**config.mk**
```make
export PLATFORM = sky130hd
export DESIGN_NAME = flash_read_arbiter
export DESIGN_NICKNAME = d
export VERILOG_FILES = /design/src/rtl/flash_read_arbiter.sv
export SDC_FILE = /design/constraint.sdc
export NUM_CORES = 1
export LEC_CHECK = 0
export CAP_MARGIN = 10
export CORE_UTILIZATION = 44
export CTS_CLUSTER_SIZE = 25
export DETAILED_ROUTE_END_ITERATION = 7
export PLACE_DENSITY = 0.8
export SETUP_SLACK_MARGIN = 0.3
export SYNTH_ARGS = -nofsm -noshare
export SYNTH_HDL_FRONTEND = slang
export SYNTH_SLANG_ARGS = --single-unit
```
**constraint.sdc**
```tcl
create_clock -name clk -period 4.35 [get_ports clk]
set_clock_uncertainty 0.2 [all_clocks]
set_input_delay 0.435 -clock clk [delete_from_list [all_inputs] [get_ports clk]]
set_output_delay 0.435 -clock clk [all_outputs]
set_load 0.01 [all_outputs]
```
**src/rtl/flash_read_arbiter.sv**
```systemverilog
// Two-port round-robin arbiter for the UFM Avalon-MM data read port.
// One read in flight at a time, followed by an enforced idle gap; stalled responses time out with rerr.
module flash_read_arbiter #(
    parameter int ADDR_WIDTH     = 17,
    parameter int DATA_WIDTH     = 32,
    parameter int GAP_CYCLES     = 4,
    parameter int TIMEOUT_CYCLES = 255
) (
    input  logic                  clk,
    input  logic                  reset,
    input  logic                  req0_read,
    input  logic [ADDR_WIDTH-1:0] req0_addr,
    output logic                  req0_ack,
    output logic [DATA_WIDTH-1:0] req0_rdata,
    output logic                  req0_rvalid,
    output logic                  req0_rerr,
    input  logic                  req1_read,
    input  logic [ADDR_WIDTH-1:0] req1_addr,
    output logic                  req1_ack,
    output logic [DATA_WIDTH-1:0] req1_rdata,
    output logic                  req1_rvalid,
    output logic                  req1_rerr,
    output logic                  flash_read,
    output logic [ADDR_WIDTH-1:0] flash_addr,
    input  logic                  flash_waitrequest,
    input  logic [DATA_WIDTH-1:0] flash_readdata,
    input  logic                  flash_readdatavalid,
    output logic                  busy
);

    typedef enum logic [2:0] {
        S_IDLE      = 3'd0,
        S_ISSUE     = 3'd1,
        S_WAIT_DATA = 3'd2,
        S_GAP       = 3'd3
    } state_t;

    // Terminal counts: the counters start at 0, so the last cycle is N-1.
    localparam logic [3:0] GAP_LAST     = 4'(GAP_CYCLES - 1);
    localparam logic [7:0] TIMEOUT_LAST = 8'(TIMEOUT_CYCLES - 1);

    state_t                        state_reg, state_next;
    logic                          grant_reg, grant_next;
    logic                          last_grant_reg, last_grant_next;
    logic                          grant_pick;
    logic [3:0]                    gap_cnt_reg, gap_cnt_next;
    logic [7:0]                    to_cnt_reg, to_cnt_next;
    logic                          flash_read_reg, flash_read_next;
    logic [ADDR_WIDTH-1:0]         flash_addr_reg, flash_addr_next;
    logic [1:0]                    ack_reg, ack_next;
    logic [1:0]                    rvalid_reg, rvalid_next;
    logic [1:0]                    rerr_reg, rerr_next;
    logic [1:0][DATA_WIDTH-1:0]    rdata_reg, rdata_next;
    logic                          busy_reg, busy_next;
    logic [1:0]                    req_vec;

    assign req_vec = {req1_read, req0_read};

    always_comb begin
        state_next      = state_reg;
        grant_next      = grant_reg;
        last_grant_next = last_grant_reg;
        grant_pick      = 1'b0;
        gap_cnt_next    = gap_cnt_reg;
        to_cnt_next     = to_cnt_reg;
        flash_read_next = flash_read_reg;
        flash_addr_next = flash_addr_reg;
        ack_next        = '0;
        rvalid_next     = '0;
        rerr_next       = '0;
        rdata_next      = rdata_reg;

        case (state_reg)
            S_IDLE: begin
                flash_read_next = 1'b0;
                if (|req_vec) begin
                    // Under contention the port that did not win last time gets the flash.
                    if (req_vec == 2'b11) begin
                        grant_pick = ~last_grant_reg;
                    end else begin
                        grant_pick = req_vec[1];
                    end
                    grant_next      = grant_pick;
                    last_grant_next = grant_pick;
                    flash_addr_next = grant_pick ? req1_addr : req0_addr;
                    flash_read_next = 1'b1;
                    state_next      = S_ISSUE;
                end
            end

            S_ISSUE: begin
                if (!flash_waitrequest) begin
                    flash_read_next     = 1'b0;
                    ack_next[grant_reg] = 1'b1;
                    to_cnt_next         = '0;
                    state_next          = S_WAIT_DATA;
                end
            end

            S_WAIT_DATA: begin
                if (flash_readdatavalid) begin
                    rdata_next[grant_reg]  = flash_readdata;
                    rvalid_next[grant_reg] = 1'b1;
                    gap_cnt_next           = '0;
                    state_next             = S_GAP;
                end else if (to_cnt_reg >= TIMEOUT_LAST) begin
                    rdata_next[grant_reg]  = '0;
                    rvalid_next[grant_reg] = 1'b1;
                    rerr_next[grant_reg]   = 1'b1;
                    gap_cnt_next           = '0;
                    state_next             = S_GAP;
                end else if (to_cnt_reg != 8'hFF) begin
                    to_cnt_next = to_cnt_reg + 8'd1;
                end
            end

            S_GAP: begin
                if (gap_cnt_reg >= GAP_LAST) begin
                    state_next = S_IDLE;
                end else if (gap_cnt_reg != 4'hF) begin
                    gap_cnt_next = gap_cnt_reg + 4'd1;
                end
            end

            default: begin
                flash_read_next = 1'b0;
                state_next      = S_IDLE;
            end
        endcase

        busy_next = (state_next != S_IDLE);
    end

    always_ff @(posedge clk or posedge reset) begin
        if (reset) begin
            state_reg      <= S_IDLE;
            grant_reg      <= 1'b0;
            last_grant_reg <= 1'b1;
            gap_cnt_reg    <= '0;
            to_cnt_reg     <= '0;
            flash_read_reg <= 1'b0;
            flash_addr_reg <= '0;
            ack_reg        <= '0;
            rvalid_reg     <= '0;
            rerr_reg       <= '0;
            busy_reg       <= 1'b0;
        end else begin
            state_reg      <= state_next;
            grant_reg      <= grant_next;
            last_grant_reg <= last_grant_next;
            gap_cnt_reg    <= gap_cnt_next;
            to_cnt_reg     <= to_cnt_next;
            flash_read_reg <= flash_read_next;
            flash_addr_reg <= flash_addr_next;
            ack_reg        <= ack_next;
            rvalid_reg     <= rvalid_next;
            rerr_reg       <= rerr_next;
            busy_reg       <= busy_next;
        end
    end

    // Per-port read data holds its last value until that port's next response.
    generate
        for (genvar gi = 0; gi < 2; gi++) begin : g_rdata
            always_ff @(posedge clk or posedge reset) begin
                if (reset) begin
                    rdata_reg[gi] <= '0;
                end else begin
                    rdata_reg[gi] <= rdata_next[gi];
                end
            end
        end
    endgenerate

    assign req0_ack    = ack_reg[0];
    assign req0_rvalid = rvalid_reg[0];
    assign req0_rerr   = rerr_reg[0];
    assign req0_rdata  = rdata_reg[0];
    assign req1_ack    = ack_reg[1];
    assign req1_rvalid = rvalid_reg[1];
    assign req1_rerr   = rerr_reg[1];
    assign req1_rdata  = rdata_reg[1];
    assign flash_read  = flash_read_reg;
    assign flash_addr  = flash_addr_reg;
    assign busy        = busy_reg;

endmodule

```
==> out/metrics.cfg, run 1 <==
[clock_tree]
cts_hold_buf = 0
cts_root_buf = clkbuf_8
htreeDepth = 3
clk_pin_slew_ns = 0.10
post_cts_buffers = 0
insertion_delay_ns = 0.36
ctsResizeCount = 0
clock_sinks = 106
clock_path_buffers = 2
numCtsBuffers = 9
cts_tree = yes

[synthesis]
ys_ff_latch = 106
netlist.area_leader.share = 0.622
synth_area_per_cell_sq_um = 12.6
yosysUniqueCellTypes = 39
async_reset_ff_frac = 1.00
synthFlopType = dfrtp_1
netlist_area_sq_um = 4220
yosys.area.top_type = dfrtp_1
synth_edf_count = 0
ys_top_cells_by_area = dfrtp_1 62%, a22o_1 13%, mux2i_1 5.5%, nand2_1 2.5%, o21ai_0 2.4%
yosys_warnings = 0
seq_area_frac_synth = 0.629
synth_nets = 409
syn_inst = 334

[routing]
drt_pass1_iterations = 4
wl_um = 10100
wl_per_cell_um = 16.2
vias = 3298
first_iter_violations = 146
postRouteAntennaNets = 0
drc_errors = 0
viasPerCell = 5.31

[placed_design]
place_ws_ns = 1.43
placed_area_sq_um = 5930
port_buffers = 160
place_congestion = 0.836
post-dp-hpwl_um = 7030

[floorplan]
ioPinCount = 161
dieHeight_um = 100
start_util = 0.455
rows = 35
die_area_sq_um = 9990
die_w_um = 100
core_sq_um = 9280

[global_routing]
globalRouteTotalUtil = 0.207
grt_max_degree = 76
grt_pass1_wl_um = 16200
grt_pass1_vias = 3232
grt_overflow_total = 0
antenna_found_initial = 0

[worst_setup_path]
cp_max_fo = 33
cp_cell_sequence = inv_1, ha_1, o211ai_1, o21bai_1, nand3_2, a22o_1
crit_arrival_ns = 2.98
path_buf_inv = 1
end_kind = register
crit_family = compound AO/OA/AOI/OAI gates
timing_worst_setup_path_type = register to register
slowest_delay_ns = 0.70
required_ns = 4.39
cp_slowest_cell = nand3_2
start_kind = register

[cells_and_area]
syn_to_final_growth_pct = 44.9
layout_commonest_cell = clkdlybuf4s50_1
finalNetCount = 562
diodes = 0
nFillCells = 702
layout-drive-gt1-share = 0.0630
layout_common_cells = 160 x clkdlybuf4s50_1, 105 x dfrtp_1, 64 x a22o_1
final_design_area_no_fill_sq_um = 6120

[sta]
max_slew.worst_pin.slew_ns = 1.22
period_share = 0.676
layout_setup_ws_ns = 1.41
fmax_mhz = 340
tns_ns = 0
hold_viol = 0
setup_viol = 0
layout_min_cycle_time_ns = 2.94
max_slew_margin = 0.183
rsz0062_at_grt = false
maxSlewViolCount = 0

[power]
power.leakage_uw = 0.00271
pwr_density_cell_nw_per_um2 = 543
ir_worst_vdd_uv = 239

[worst_hold_path]
hp-class = register to register

[job]
maxCapViolCount = 0

[status]
status = finished, final reports clean

## per-layer routing
metal	track usage	vias to the layer above	routed length, um
li1	-	1533	-
met1	0.280	1624	4610
met2	0.327	133	4570
met3	0.0613	8	788
met4	0.0577	0	93
met5	0	-	0
## Yosys cell counts (2+ instances only)
library cell / number
a21oi_1: 2
mux2i_1: 23
o21ai_0: 20
o21a_1: 2
inv_1: 7
nand4_1: 4
nor3_1: 2
dfrtp_1: 105
ha_1: 3
buf_2: 13
and3_1: 6
and2_1: 4
nand2_1: 28
nand3b_1: 2
nor2_1: 4
clkbuf_1: 8
a22o_1: 64
nand2b_1: 6
nand3_1: 6
a221oi_1: 6
## through the flow
| stage | total power (uW) | cells | hold slack (ns) | util |
|---|---|---|---|---|
| final | 3320 | 621 | 0.294 | 0.659 |
| after global routing | 3530 | 621 | 0.324 | 0.659 |
| after CTS | 3350 | 621 | 0.296 | 0.659 |
| after detailed placement | 2770 | 605 | 0.272 | 0.639 |
| after global placement | 2740 | 605 | 0.260 | 0.639 |
| after floorplan | 2030 | 334 | 0.243 | - |
## path summary, 6_finish.rpt
| path | from | to | slack (ns) | cells past startpoint |
|---|---|---|---|---|
| worst max-delay path | to_cnt_reg[0] | req0_rdata[28] | 1.41 | 6 |
| worst min-delay path | gap_cnt_reg[2] | gap_cnt_reg[2] | 0.29 | 1 |
| worst max register to register | to_cnt_reg[0] | req0_rdata[28] | 1.41 | 6 |
| worst min register to register | gap_cnt_reg[2] | gap_cnt_reg[2] | 0.29 | 1 |
| max in group asynchronous | reset | req1_rdata[6] | 2.71 | 3 |
| min in group asynchronous | reset | flash_addr[0] | 0.42 | 2 |
## area by class of cell
class | count | area (sq um) | share of cell area
Clock buffer | 10 | 128 | 0.0209
Clock inverter | 6 | 61.3 | 0.0100
Inverter | 7 | 28.8 | 0.00470
Multi-Input combinational cell | 197 | 1440 | 0.235
Sequential cell | 106 | 2650 | 0.434
Tap cell | 129 | 161 | 0.0264
Timing Repair Buffer | 166 | 1650 | 0.269
## logic make-up (layout without fill, tap and decap cells)
logic type                 after synthesis  after routing  share of synthesized area
buffers and inverters                   31            189                     0.0326
AOI/OAI and AO/OA                      102            102                      0.188
muxes                                   24             24                     0.0572
and+or+nand+nor                         67             67                     0.0836
adders and majority gates                3              3                    0.00889
DFF                                    106            106                      0.629
other                                    1              1                   0.000888
## power by group
part	leakage [uW]	switching [uW]	internal, uW
sequential	0.00139	199	1300
clock	0.0000922	353	223
combinational	0.00123	496	755
Note: power is estimated with default switching activity, not from simulation.
==> run 2: changes to the inputs <==
Clock period 4.35 ns to 2.95 ns, I/O delays scaled along.
==> out/metrics.cfg, run 2 (synthesized netlist as in run 1, its figures left out) <==
[global_routing]
grt_pass1_wl_um = 16200  ; -0.13%
grt_max_degree = 107  ; +41%
globalRouteTotalUtil = 0.208  ; +0.000863
antenna_found_initial = 0  ; unchanged
grt_overflow_total = 0  ; unchanged
grt_pass1_vias = 3236  ; +0.12%

[clock_tree]
clk_pin_slew_ns = 0.10  ; about the same
numCtsBuffers = 9  ; unchanged
htreeDepth = 3  ; unchanged
clock_path_buffers = 2  ; unchanged
cts_tree = yes
cts_root_buf = clkbuf_8
insertion_delay_ns = 0.35  ; about the same
cts_hold_buf = 0  ; unchanged
clock_sinks = 106  ; unchanged

[power]
power.leakage_uw = 0.00274  ; +0.76%
pwr_density_cell_nw_per_um2 = 795  ; +46%
ir_worst_vdd_uv = 370  ; +55%

[sta]
layout_setup_ws_ns = 0.598  ; -0.813 ns
setup_viol = 0  ; unchanged
max_slew_margin = 0.581  ; +0.398
max_slew.worst_pin.slew_ns = 0.628  ; -0.590 ns
rsz0062_at_grt = false
fmax_mhz = 425  ; +25%
layout_min_cycle_time_ns = 2.35  ; -0.587 ns
period_share = 0.797  ; +0.122
tns_ns = 0  ; unchanged
maxSlewViolCount = 0  ; unchanged
hold_viol = 0  ; unchanged

[routing]
wl_per_cell_um = 16.3  ; +0.80%
postRouteAntennaNets = 0  ; unchanged
first_iter_violations = 159  ; +8.9%
wl_um = 10200  ; +1.1%
drt_pass1_iterations = 5  ; +1
viasPerCell = 5.34  ; +0.53%
drc_errors = 0  ; unchanged
vias = 3326  ; +0.85%

[job]
maxCapViolCount = 0  ; unchanged

[floorplan]
dieHeight_um = 100  ; unchanged
die_area_sq_um = 9990  ; unchanged
die_w_um = 100  ; unchanged
ioPinCount = 161  ; unchanged
start_util = 0.455  ; unchanged
rows = 35  ; unchanged
core_sq_um = 9280  ; unchanged

[cells_and_area]
finalNetCount = 564  ; +0.36%
final_design_area_no_fill_sq_um = 6170  ; +0.92%
layout_commonest_cell = clkdlybuf4s50_1
syn_to_final_growth_pct = 46.2
diodes = 0  ; unchanged
layout-drive-gt1-share = 0.0709  ; +0.00784
nFillCells = 716  ; +2.0%
layout_common_cells = 160 x clkdlybuf4s50_1, 105 x dfrtp_1, 64 x a22o_1

[placed_design]
place_congestion = 0.807  ; -3.5%
port_buffers = 160  ; unchanged
placed_area_sq_um = 5980  ; +0.91%
post-dp-hpwl_um = 7260  ; +3.2%
place_ws_ns = 0.350  ; -1.08 ns

[status]
status = finished, final reports clean

[worst_setup_path]
rr_startpoint = to_cnt_reg[0]
end_kind = register
start_kind = register
timing_worst_setup_path_type = register to register
r2r_setup_slack_ns = 0.60  ; -0.81 ns
cp_max_fo = 24  ; -27%
required_ns = 3.00  ; -1.39 ns
rr_endpoint = req0_rdata[4]
reg2reg_depth = 7  ; +1
crit_arrival_ns = 2.40  ; -0.58 ns

[worst_hold_path]
hp-class = primary input to async pin

[run 2: metrics by stage]
step | utilization | hold WS, ns | power (uW) | cells
after global routing | 0.665 | 0.300 | 5200 | 623
final | 0.665 | 0.211 | 4910 | 623
after global placement | 0.644 | 0.260 | 4050 | 607
after floorplan | - | 0.165 | 3000 | 334
after CTS | 0.665 | 0.261 | 4970 | 623
after detailed placement | 0.644 | 0.269 | 4110 | 607
[run 2: per-layer routing]
layer  wire, um  GRT usage  share of wire  up-vias
met4        165     0.0735          0.016        0
met5          0          0              0        -
li1           -          -              -     1540
met2       4720      0.331           0.46      160
met1       4380      0.275           0.43     1612
met3        899     0.0585          0.088       14
[run 2: worst max-delay path by stage]
stage / startpoint / end / slack (ns) / cells after the start
2_1_floorplan: to_cnt_reg[0] / to_cnt_reg[1] / 0.95 / 7
3_3_place_gp: to_cnt_reg[0] / req0_rdata[0] / 0.54 / 7
3_5_place_dp: to_cnt_reg[0] / req0_rdata[4] / 0.35 / 7
4_1_cts: to_cnt_reg[0] / req0_rdata[4] / 0.34 / 7
5_1_grt: to_cnt_reg[0] / req0_rdata[4] / 0.47 / 7
6_report: to_cnt_reg[0] / req0_rdata[4] / 0.60 / 7
[run 2: layout make-up]
class	instances	area [sq um]	share of cell area
multi-input cells	197	1440	0.233
repair buffers	168	1700	0.275
well taps	129	161	0.0261
clock buffers	10	138	0.0223
flip-flops and latches	106	2650	0.430
clock inverters	6	50.0	0.00811
inverters	7	30.0	0.00486
[run 2: worst max-delay path, cell delays in order (launching register included)]
cell	delay, ns
dfrtp_1	0.43
inv_1	0.11
ha_1	0.16
o211ai_1	0.12
o21bai_2	0.42
nand3_2	0.30
buf_12	0.26
a22o_1	0.24
[run 2: power by group]
part / switching (uW) / leakage (uW) / internal (uW)
clock network: 499 / 0.0000883 / 341
logic: 730 / 0.00125 / 1120
registers: 303 / 0.00139 / 1910
[run 2: repair_timing]
| item | CTS | global route |
|---|---|---|
| endpoints found under the hold margin | 0 | 0 |
| endpoints found under the setup margin | 0 | 54 |
| buffers inserted | 0 | 0 |
| resized for setup | 0 | 1 |
